`config.mk`:
```
export PLATFORM = sky130hd
export DESIGN_NAME = two_level_sweep_flat
export DESIGN_NICKNAME = d
export VERILOG_FILES = /design/src/rtl/two_level_pkg.sv /design/src/rtl/two_level_sweep_if.sv /design/src/rtl/two_level_tt_check.sv /design/src/rtl/two_level_sweep.sv /design/src/flat_wrapper.sv
export SDC_FILE = /design/constraint.sdc
export NUM_CORES = 1
export LEC_CHECK = 0
export BUFFER_PORTS_ARGS = -buffer_cell sky130_fd_sc_hd__buf_4
export CAP_MARGIN = 20
export CORE_MARGIN = 10
export CORE_UTILIZATION = 51
export DETAILED_ROUTE_END_ITERATION = 10
export GPL_ROUTABILITY_DRIVEN = 1
export PLACE_DENSITY_LB_ADDON = 0.2
export SYNTH_ARGS = -nofsm -noshare
export SYNTH_HDL_FRONTEND = slang
export SYNTH_SLANG_ARGS = --single-unit
```
`constraint.sdc`:
```
create_clock -name clk -period 1.9 [get_ports clk]
set_clock_uncertainty 0.1 [all_clocks]
set_input_delay 0.475 -clock clk [delete_from_list [all_inputs] [get_ports clk]]
set_output_delay 0.475 -clock clk [all_outputs]
set_load 0.02 [all_outputs]
```
`src/rtl/two_level_pkg.sv`:
```
// two_level_pkg: shared state encoding, widths and golden truth table for the sweep sequencer.
package two_level_pkg;
    typedef enum logic [1:0] {IDLE = 2'd0, APPLY = 2'd1, SAMPLE = 2'd2, DONE = 2'd3} state_e;
    localparam int VEC_W = 4;
    localparam int TT_W = 16;
    localparam logic [TT_W-1:0] GOLDEN_TT = 16'hEFFF;
endpackage

```
`src/rtl/two_level_sweep_if.sv`:
```
// two_level_sweep_if: host handshake, datapath drive/sense and result bus of the sweep sequencer.
// pass and mismatch_cnt exist only with TWO_LEVEL_SWEEP_CHECK_EN.
interface two_level_sweep_if;
    import two_level_pkg::*;
    logic            start;
    logic            abort;
    logic            f_i;
    logic [VEC_W-1:0] vec_o;
    logic            busy;
    logic            done;
    logic [TT_W-1:0] tt;
`ifdef TWO_LEVEL_SWEEP_CHECK_EN
    logic            pass;
    logic [4:0]      mismatch_cnt;
`endif
    modport master (
        output start, abort, f_i,
        input  vec_o, busy, done, tt
`ifdef TWO_LEVEL_SWEEP_CHECK_EN
        , input pass, mismatch_cnt
`endif
    );
    modport slave (
        input  start, abort, f_i,
        output vec_o, busy, done, tt
`ifdef TWO_LEVEL_SWEEP_CHECK_EN
        , output pass, mismatch_cnt
`endif
    );
endinterface

```
`src/rtl/two_level_tt_check.sv`:
```
// two_level_tt_check: counts samples that differ from GOLDEN_TT and latches pass at the final sample.
module two_level_tt_check
    import two_level_pkg::*;
(
    input  logic             clk,
    input  logic             rst,
    input  logic             strobe_i,
    input  logic [VEC_W-1:0] idx_i,
    input  logic             f_i,
    input  logic             clear_i,
    output logic [4:0]       mismatch_cnt_o,
    output logic             pass_o
);
    logic [4:0] cnt_q, cnt_d;
    logic       pass_q, pass_d;
    logic       miss;
    always_comb begin
        miss   = strobe_i && (f_i != GOLDEN_TT[idx_i]);
        cnt_d  = clear_i ? 5'd0 : cnt_q + {4'd0, miss};
        // the verdict must include the miss from the last sample, hence cnt_d
        pass_d = clear_i ? 1'b0 : (strobe_i && idx_i == 4'hF) ? (cnt_d == 5'd0) : pass_q;
    end
    always_ff @(posedge clk) begin
        if (rst) begin
            cnt_q  <= '0;
            pass_q <= 1'b0;
        end else begin
            cnt_q  <= cnt_d;
            pass_q <= pass_d;
        end
    end
    assign mismatch_cnt_o = cnt_q;
    assign pass_o         = pass_q;
endmodule

```
`src/rtl/two_level_sweep.sv`:
```
// two_level_sweep: walks a two-level gate datapath through all 16 inputs and records its truth table.
// Optional golden checker enabled by TWO_LEVEL_SWEEP_CHECK_EN.
module two_level_sweep
    import two_level_pkg::*;
#(
    parameter int SETTLE = 1
) (
    input logic clk,
    input logic rst,
    two_level_sweep_if.slave bus
);
    localparam logic [7:0] RELOAD = 8'(SETTLE - 1);
    state_e           state_q, state_d;
    logic [VEC_W-1:0] idx_q, idx_d, vec_q, vec_d;
    logic [7:0]       cnt_q, cnt_d;
    logic [TT_W-1:0]  tt_q, tt_d;
    always_comb begin
        state_d = state_q;
        idx_d   = idx_q;
        vec_d   = vec_q;
        cnt_d   = cnt_q;
        tt_d    = tt_q;
        case (state_q)
            IDLE: if (bus.start && !bus.abort) begin
                state_d = APPLY;
                idx_d   = '0;
                vec_d   = '0;
                tt_d    = '0;
                cnt_d   = RELOAD;
            end
            APPLY: if (bus.abort) begin
                state_d = IDLE;
                vec_d   = '0;
            end else if (cnt_q != 8'd0) begin
                cnt_d = cnt_q - 8'd1;
            end else begin
                state_d = SAMPLE;
            end
            SAMPLE: if (bus.abort) begin
                state_d = IDLE;
                vec_d   = '0;
            end else begin
                tt_d[idx_q] = bus.f_i;
                if (idx_q == 4'hF) begin
                    state_d = DONE;
                    vec_d   = '0;
                end else begin
                    state_d = APPLY;
                    idx_d   = idx_q + 4'd1;
                    vec_d   = idx_q + 4'd1;
                    cnt_d   = RELOAD;
                end
            end
            default: state_d = IDLE;
        endcase
    end
    always_ff @(posedge clk) begin
        if (rst) begin
            state_q <= IDLE;
            idx_q   <= '0;
            vec_q   <= '0;
            cnt_q   <= '0;
            tt_q    <= '0;
        end else begin
            state_q <= state_d;
            idx_q   <= idx_d;
            vec_q   <= vec_d;
            cnt_q   <= cnt_d;
            tt_q    <= tt_d;
        end
    end
    assign bus.vec_o = vec_q;
    assign bus.busy  = (state_q == APPLY) || (state_q == SAMPLE);
    assign bus.done  = state_q == DONE;
    assign bus.tt    = tt_q;
`ifdef TWO_LEVEL_SWEEP_CHECK_EN
    logic strobe, accept;
    assign strobe = (state_q == SAMPLE) && !bus.abort;
    assign accept = (state_q == IDLE) && bus.start && !bus.abort;
    two_level_tt_check u_chk (
        .clk           (clk),
        .rst           (rst),
        .strobe_i      (strobe),
        .idx_i         (idx_q),
        .f_i           (bus.f_i),
        .clear_i       (accept),
        .mismatch_cnt_o(bus.mismatch_cnt),
        .pass_o        (bus.pass)
    );
`endif
endmodule

```
`src/flat_wrapper.sv`:
```
// flat-port wrapper written by rule: the top's interface ports become plain ports
module two_level_sweep_flat import two_level_pkg::*;
#(
    parameter int SETTLE = 1
)
  (clk, rst, bus_start, bus_abort, bus_f_i, bus_vec_o, bus_busy, bus_done, bus_tt);
  two_level_sweep_if bus_i ();
  input logic clk;
  input logic rst;
  input wire logic [$bits(bus_i.start)-1:0] bus_start;
  input wire logic [$bits(bus_i.abort)-1:0] bus_abort;
  input wire logic [$bits(bus_i.f_i)-1:0] bus_f_i;
  output wire logic [$bits(bus_i.vec_o)-1:0] bus_vec_o;
  output wire logic [$bits(bus_i.busy)-1:0] bus_busy;
  output wire logic [$bits(bus_i.done)-1:0] bus_done;
  output wire logic [$bits(bus_i.tt)-1:0] bus_tt;
  assign bus_i.start = bus_start;
  assign bus_i.abort = bus_abort;
  assign bus_i.f_i = bus_f_i;
  assign bus_vec_o = bus_i.vec_o;
  assign bus_busy = bus_i.busy;
  assign bus_done = bus_i.done;
  assign bus_tt = bus_i.tt;
  two_level_sweep #(.SETTLE(SETTLE)) u_core (.clk(clk), .rst(rst), .bus(bus_i));
endmodule
```
==> impl_metrics.csv, run 1 <==
group,metric,value,unit
status,outcome,"finished, final reports clean",
placement,gp_congestion,0.853,
finish,antenna_cells,0,
drt,drtIter0Drc,153,
clock_tree,cts_tree,"yes",
drt,route.detailed.drc,0,
drt,vias_per_cell,5.59,
critical_path,startpoint_type,"register",
critical_path,worstPathCellList,"inv_1 > ha_2 > or3_4 > and4_4 > a211o_1 > o41ai_1",
critical_path,cp.required,2.00,ns
synthesis,netlist_area,1920,sq um
finish,drive_above_1_share,0.220,
floorplan,die_h,81.3,um
critical_path,path_max_fanout,8,
floorplan,core-area,3660,sq um
synthesis,synthSimpleGateAreaFrac,0.228,
drt,wl_per_cell,14.0,um
drt,dr.pass1.iters,4,
synthesis,synth.avg_cell_area,8.20,sq um
critical_path,critPathArrivalTime,1.92,ns
finish,fin_area,2340,sq um
critical_path,critPathKind,"register to register",
drt,vias,1745,
grt,grt_pass1_vias,1618,
floorplan,start_util,0.524,
critical_path,end_kind,"register",
synthesis,yosys.area_share.xor_xnor,0.00456,
synthesis,synth_mux_area_frac,0.0326,
min_path,min_path_cells,2,
critical_path,r2r-start,"u_core.state_q[0]",
clock_tree,clk_latency,0.29,ns
finish,finalNetCount,278,
synthesis,syn_inst,234,
min_path,hold_class,"register to register",
floorplan,io_pins,27,
grt,grt_max_degree,39,
clock_tree,cts_inserted_buffers,5,
critical_path,max_stage_delay,0.40,ns
floorplan,num_rows,22,
drt,routed_wl,4380,um
drt,antenna_left,0,
critical_path,r2r_end,"u_core.cnt_q[1]",
clock_tree,cts_htree_levels,2,
placement,dp_hpwl,3010,um
power_and_ir_drop,ir_worst_vdd,0.000701,V
critical_path,cp_slowest_cell,"or3_4",
critical_path,r2r_slack,0.08,ns
placement,placed_cell_area,2200,sq um
clock_tree,cts_max_path_buffers,2,
synthesis,synth_compound_area_frac,0.251,
sta,maxSlewHeadroom,0.686,
synthesis,yosysUniqueCellTypes,45,
sta,final.setup.tns,0,ns
sta,post-route-min-period,1.82,ns
sta,hold_violations,0,
synthesis,yosysWarnings,0,
synthesis,synth_flop_cell,"dfxtp_1",
synthesis,syn-num-nets,249,
synthesis,synth_async_sr_flop_share,0,
sta,tightestPinTransition,0.467,ns
clock_tree,cts.clk_slew.worst_paths,0.07,ns
sta,setup_violations,0,
synthesis,synth_seq_cells,34,
synthesis,synth_top_family_by_area,"compound AO/OA/AOI/OAI gates",
min_path,min_from,"u_core.cnt_q[6]",
critical_path,ff2ff_path_depth,6,
synthesis,synthAdderAreaFrac,0.0652,
sta,rsz0062_at_grt,"no",
sta,slew_violations,0,
clock_tree,cts_sinks,34,
grt,gr-total-overflow,0,
sta,finalCritPeriodShare,0.960,
synthesis,synth_edf_count,0,
finish,syn_to_final_growth,22.2,%
grt,grt_pass1_wl,7210,um
clock_tree,post_cts_buffers,0,
grt,track_usage,0.135,
floorplan,die_x,81.3,um
floorplan,dieArea,6620,sq um
clock_tree,ctsRootBufferMaster,"clkbuf_8",
power_and_ir_drop,pwr_density_cell,863,nW/um^2
run,drv_cap,0,
synthesis,yosysSeqAreaShare,0.355,
grt,antenna_found_initial,0,
power_and_ir_drop,leakagePower,0.000886,uW
sta,fmax,548,MHz
min_path,worstHoldEndpoint,"u_core.cnt_q[6]",
placement,io_buffers,26,
-- worst max path at each step --
stage	startpoint	end	slack [ns]
floorplan	u_core.state_q[0]	u_core.cnt_q[1]	0.05
global placement	u_core.state_q[0]	u_core.cnt_q[1]	0.09
detailed placement	u_core.state_q[0]	u_core.cnt_q[1]	0.05
CTS	u_core.state_q[0]	u_core.cnt_q[1]	0.03
global route	u_core.state_q[0]	u_core.cnt_q[1]	0.007
finish	u_core.state_q[0]	u_core.cnt_q[1]	0.08
-- flip-flops by register name, indices dropped and copies added, names as in the netlist --
signal and count:
u_core.state_q 2, u_core.bus.vec_o 4, u_core.idx_q 4, u_core.bus.tt 16, u_core.cnt_q 8
-- per-layer routing --
metal | up-vias | GRT usage | part of all wire
met2 | 36 | 0.208 | 0.44
met3 | 7 | 0.0508 | 0.061
met5 | - | 0 | 0
met4 | 0 | 0.0519 | 0.015
li1 | 899 | - | -
met1 | 803 | 0.167 | 0.48
-- stage by stage --
stage                     worst slack, ns  hold slack, ns  total power, uW  utilization  std cells
after CTS                          0.0329           0.365             2020        0.632        312
after global routing              0.00698           0.396             2120        0.640        312
after floorplan                    0.0509           0.332             1200            -        234
final                              0.0764           0.359             2020        0.640        312
after detailed placement           0.0468           0.354             1340        0.601        304
after global placement             0.0877           0.348             1330        0.601        304
-- synth_stat cells (2+ instances only) --
cell type,count,area share
nand4_1,6,0.020
mux2_2,2,0.012
nand2b_1,2,0.0065
nor2_1,10,0.020
buf_2,2,0.0052
a211oi_1,2,0.0078
a21boi_0,15,0.059
nor2b_1,6,0.020
ha_1,10,0.065
mux2i_1,4,0.021
o41ai_1,2,0.0091
nand3_1,20,0.052
buf_6,2,0.012
inv_1,13,0.025
nand2_1,8,0.016
o21ai_1,2,0.0052
a2bb2oi_1,2,0.0091
a21oi_1,29,0.076
or3_1,2,0.0065
o21ai_0,24,0.063
nor3_1,7,0.018
clkbuf_1,8,0.016
dfxtp_1,34,0.35
-- report_power, final --
group / leakage (uW) / total, uW / internal, uW / switching (uW)
combinational: 0.000561 / 602 / 264 / 338
clock: 0.0000504 / 671 / 390 / 281
sequential: 0.000274 / 750 / 733 / 16.8
-- cell type report --
cell class / count / area, sq um
inverter: 13 / 48.8
clock buffer: 5 / 68.8
multi-input combinational: 173 / 1150
tap: 48 / 60.1
timing repair buffer: 36 / 295
fill: 331 / 1320
sequential: 34 / 681
clock inverter: 3 / 45.0
-- cell families after synthesis --
kind of cell	Yosys count
adders and majority gates	10
and+or+nand+nor	75
buffers and inverters	27
AOI/OAI and AO/OA	81
xor gates and xnor gates	1
DFF	34
muxes	6
-- critical path: cells and delay by family (launching register included) --
family,cells,cell delay (ns)
adder cells (fa/ha/maj),1,0.23
flip-flops,1,0.36
AO/OA/AOI/OAI,2,0.31
AND/OR/NAND/NOR,2,0.64
buffers and inverters,1,0.09
-- placed cells by master (no fill, tap or decap), drive strengths merged, types with 2 or more instances in the layout --
| cell | instances |
|---|---|
| a21oi | 29 |
| nand4 | 6 |
| nand2b | 3 |
| or3 | 3 |
| nand2 | 8 |
| nor2 | 10 |
| o21ai | 26 |
| nor3 | 7 |
| clkbuf | 5 |
| and4 | 2 |
| clkinvlp | 2 |
| nand3 | 20 |
| a21boi | 15 |
| nor2b | 6 |
| o41ai | 2 |
| a211oi | 2 |
| inv | 13 |
| mux2i | 4 |
| buf | 36 |
| ha | 10 |
| mux2 | 2 |
| nor3b | 2 |
| dfxtp | 34 |
| a2bb2oi | 2 |
-- repair_timing --
item | 4_1_cts | 5_1_grt
setup endpoints to repair | 0 | 16
hold buffers | 0 | 0
gates resized for setup | 0 | 7
No activity file was read; power rests on OpenSTA's default activity.
==> inputs of run 2 (changes only) <==
- ABC_AREA: not set -> 1
==> run 2 against run 1 <==
Core utilization decreased by 1.3 points. Die area increased by 3.1%. First-iteration DRC count up 20%. Cell count increased by 16%. Critical path type unchanged. Register-to-register slack better by 0.03 ns.
==> impl_metrics.csv, run 2 <==
group,metric,value,unit
critical_path,cp.required,1.96,ns
finish,multi_input_area,1150,sq um
finish,finalNetCount,329,
clock_tree,ctsRootBufferMaster,"clkbuf_8",
drt,route.detailed.drc,0,
sta,maxSlewHeadroom,0.733,
power_and_ir_drop,leakagePower,0.000953,uW
grt,gr-total-overflow,0,
grt,grt_max_degree,28,
sta,layout_setup_ws,0.106,ns
sta,post-route-min-period,1.79,ns
status,outcome,"finished, final reports clean",
floorplan,die_x,82.6,um
grt,track_usage,0.134,
floorplan,core-area,3720,sq um
sta,rsz0062_at_grt,"yes",
critical_path,critPathKind,"register to register",
sta,slew_violations,0,
finish,final_common_cell,"nand2_1",
grt,antenna_found_initial,0,
power_and_ir_drop,ir_worst_vdd,0.000557,V
grt,grt_pass1_vias,1635,
synthesis,synth_flop_cell,"dfxtp_1",
power_and_ir_drop,power.internal,1550,uW
synthesis,yosysTopAreaCellShare,0.341,
drt,vias_per_cell,5.17,
drt,vias,1877,
sta,finalCritPeriodShare,0.944,
critical_path,r2r_slack,0.11,ns
synthesis,yosysWarnings,0,
synthesis,synth.avg_cell_area,6.96,sq um
synthesis,syn-num-nets,302,
placement,dp_slack,0.0532,ns
synthesis,synthAdderAreaFrac,0.0626,
synthesis,synth_top_family_by_area,"simple AND/OR/NAND/NOR gates",
synthesis,yosysMostFrequentCell,"nand2_1",
power_and_ir_drop,power_frac_clock,0.211,
placement,io_buffers,26,
finish,syn_to_final_growth,16.7,%
clock_tree,cts_inserted_buffers,5,
sta,hold_violations,0,
synthesis,synth_area_leaders,"dfxtp_1 34%, nand2_1 12%, nand3_1 8.0%",
synthesis,synth.top_cells.by_count,"62 x nand2_1, 34 x dfxtp_1, 33 x nor2_1",
drt,drtIter0Drc,183,
finish,drive_above_1_share,0.200,
power_and_ir_drop,pwr_density_cell,1120,nW/um^2
run,drv_cap,0,
synthesis,synth_edf_count,0,
finish,nFillCells,350,
finish,antenna_cells,0,
min_path,min_path_cells,2,
synthesis,synth_compound_area_frac,0.150,
floorplan,num_rows,22,
sta,fmax,557,MHz
min_path,worstHoldEndpoint,"u_core.bus.tt[13]",
synthesis,synth_mux_area_frac,0,
synthesis,yosysSeqAreaShare,0.341,
floorplan,start_util,0.538,
clock_tree,cts_htree_levels,2,
power_and_ir_drop,p_sw,1060,uW
floorplan,die_h,82.6,um
synthesis,yosys.area_share.xor_xnor,0.00877,
synthesis,yosysUniqueCellTypes,29,
critical_path,critPathArrivalTime,1.85,ns
clock_tree,cts_hold_buffers,0,
drt,wl_per_cell,12.0,um
placement,gp_congestion,0.883,
min_path,hold_class,"register to register",
min_path,min_from,"u_core.bus.tt[13]",
critical_path,cp_common_cell,"nand2_1",
sta,fin_hold_ws,0.359,ns
finish,seq_area,681,sq um
sta,setup_violations,0,
sta,final.setup.tns,0,ns
critical_path,ff2ff_path_depth,9,
drt,dr.pass1.iters,4,
critical_path,end_kind,"register",
placement,dp_hpwl,3230,um
grt,grt_pass1_wl,7360,um
critical_path,r2r_end,"u_core.bus.tt[11]",
critical_path,cp_slowest_cell,"dfxtp_1",
power_and_ir_drop,switching_share,0.406,
finish,largest_reg_flops,16,
critical_path,startpoint_type,"register",
synthesis,yosysTopAreaCell,"dfxtp_1",
floorplan,dieArea,6820,sq um
synthesis,netlist_area,2000,sq um
clock_tree,cts_tree,"yes",
finish,final_cell_mix,"62 x nand2_1, 34 x dfxtp_1, 33 x nor2_1",
critical_path,worstPathCellList,"inv_1 > ha_1 > nand2_1 > nand2_2 > nor2_4 > buf_12 > o21ai_0 > nand2_1 > a21oi_1",
clock_tree,cts_max_path_buffers,2,
synthesis,synthSimpleGateAreaFrac,0.353,
placement,placed_cell_area,2210,sq um
sta,tightestPinTransition,0.400,ns
finish,fin_area,2330,sq um
drt,routed_wl,4370,um
power_and_ir_drop,comb_power_share,0.462,
power_and_ir_drop,seq_power_share,0.327,
critical_path,path_max_fanout,15,
synthesis,synth_seq_cells,34,
floorplan,io_pins,27,
clock_tree,cts.clk_slew.worst_paths,0.07,ns
clock_tree,clk_latency,0.28,ns
critical_path,r2r-start,"u_core.state_q[0]",
clock_tree,cts_sinks,34,
synthesis,synth_async_sr_flop_share,0,
synthesis,syn_inst,287,
critical_path,max_stage_delay,0.36,ns
drt,antenna_left,0,
## run 2: cell types whose count changed after synthesis, sizes merged, moves of 5 or more
cell and change:
o21ai -6, nor2 +29, nand2 +61, nand3 +16, inv +12, clkbuf -5
a21boi -15, nor3 -5, nor2b -6
## run 2: power by group through the flow
stage / Sequential (uW) / Clock, uW / Combinational [uW]
2_1_floorplan: 850 / 0 / 980
3_3_place_gp: 866 / 0 / 1140
3_5_place_dp: 868 / 0 / 1150
4_1_cts: 853 / 570 / 1150
5_1_grt: 864 / 599 / 1370
6_report: 854 / 550 / 1210
## run 2: cell families (layout without fill, tap and decap cells)
kind of cell | count (synthesis) | in the layout
and+or+nand+nor | 151 | 151
AOI/OAI and AO/OA | 55 | 55
buffers and inverters | 35 | 63
DFF | 34 | 34
adders and majority gates | 10 | 10
xor gates and xnor gates | 2 | 2
## run 2: worst max-delay path, delay by kind of cell, from the launching register on
| kind | cells | cell delay [ns] |
|---|---|---|
| flip-flops | 1 | 0.36 |
| adder cells (fa/ha/maj) | 1 | 0.32 |
| AND/OR/NAND/NOR | 4 | 0.51 |
| AO/OA/AOI/OAI | 2 | 0.16 |
| buffers and inverters | 2 | 0.24 |
## run 2: final cells by class
type / instances / share of cell area
sequential: 34 / 0.292
clock buffer: 6 / 0.0354
multi-input combinational: 218 / 0.494
tap: 48 / 0.0258
inverter: 25 / 0.0403
timing repair buffer: 30 / 0.107
clock inverter: 2 / 0.00537
## run 2: worst max-delay path by stage
stage | end | slack, ns | startpoint
after detailed placement | u_core.idx_q[0] | 0.05 | bus_abort
after global routing | u_core.bus.tt[3] | -0.006 | u_core.state_q[0]
final | u_core.bus.tt[11] | 0.11 | u_core.state_q[0]
after CTS | u_core.idx_q[0] | 0.05 | u_core.state_q[0]
after floorplan | u_core.cnt_q[0] | 0.28 | u_core.state_q[0]
after global placement | u_core.idx_q[0] | 0.09 | bus_abort
## run 2: metrics by stage
step	util	cells	power, uW
global placement	0.595	354	2010
finish	0.627	363	2610
detailed placement	0.595	354	2010
CTS	0.621	362	2570
global route	0.627	363	2830
floorplan	-	287	1830
## run 2: what timing repair did
action / CTS / global route
resized for setup: 0 / 1
setup buffers: 0 / 1
setup endpoints to repair: 0 / 18
## run 2: metal layers
layer | track usage | wire [um]
met1 | 0.188 | 2230
met2 | 0.184 | 1710
met3 | 0.0475 | 373
met4 | 0.0452 | 52
met5 | 0 | 0
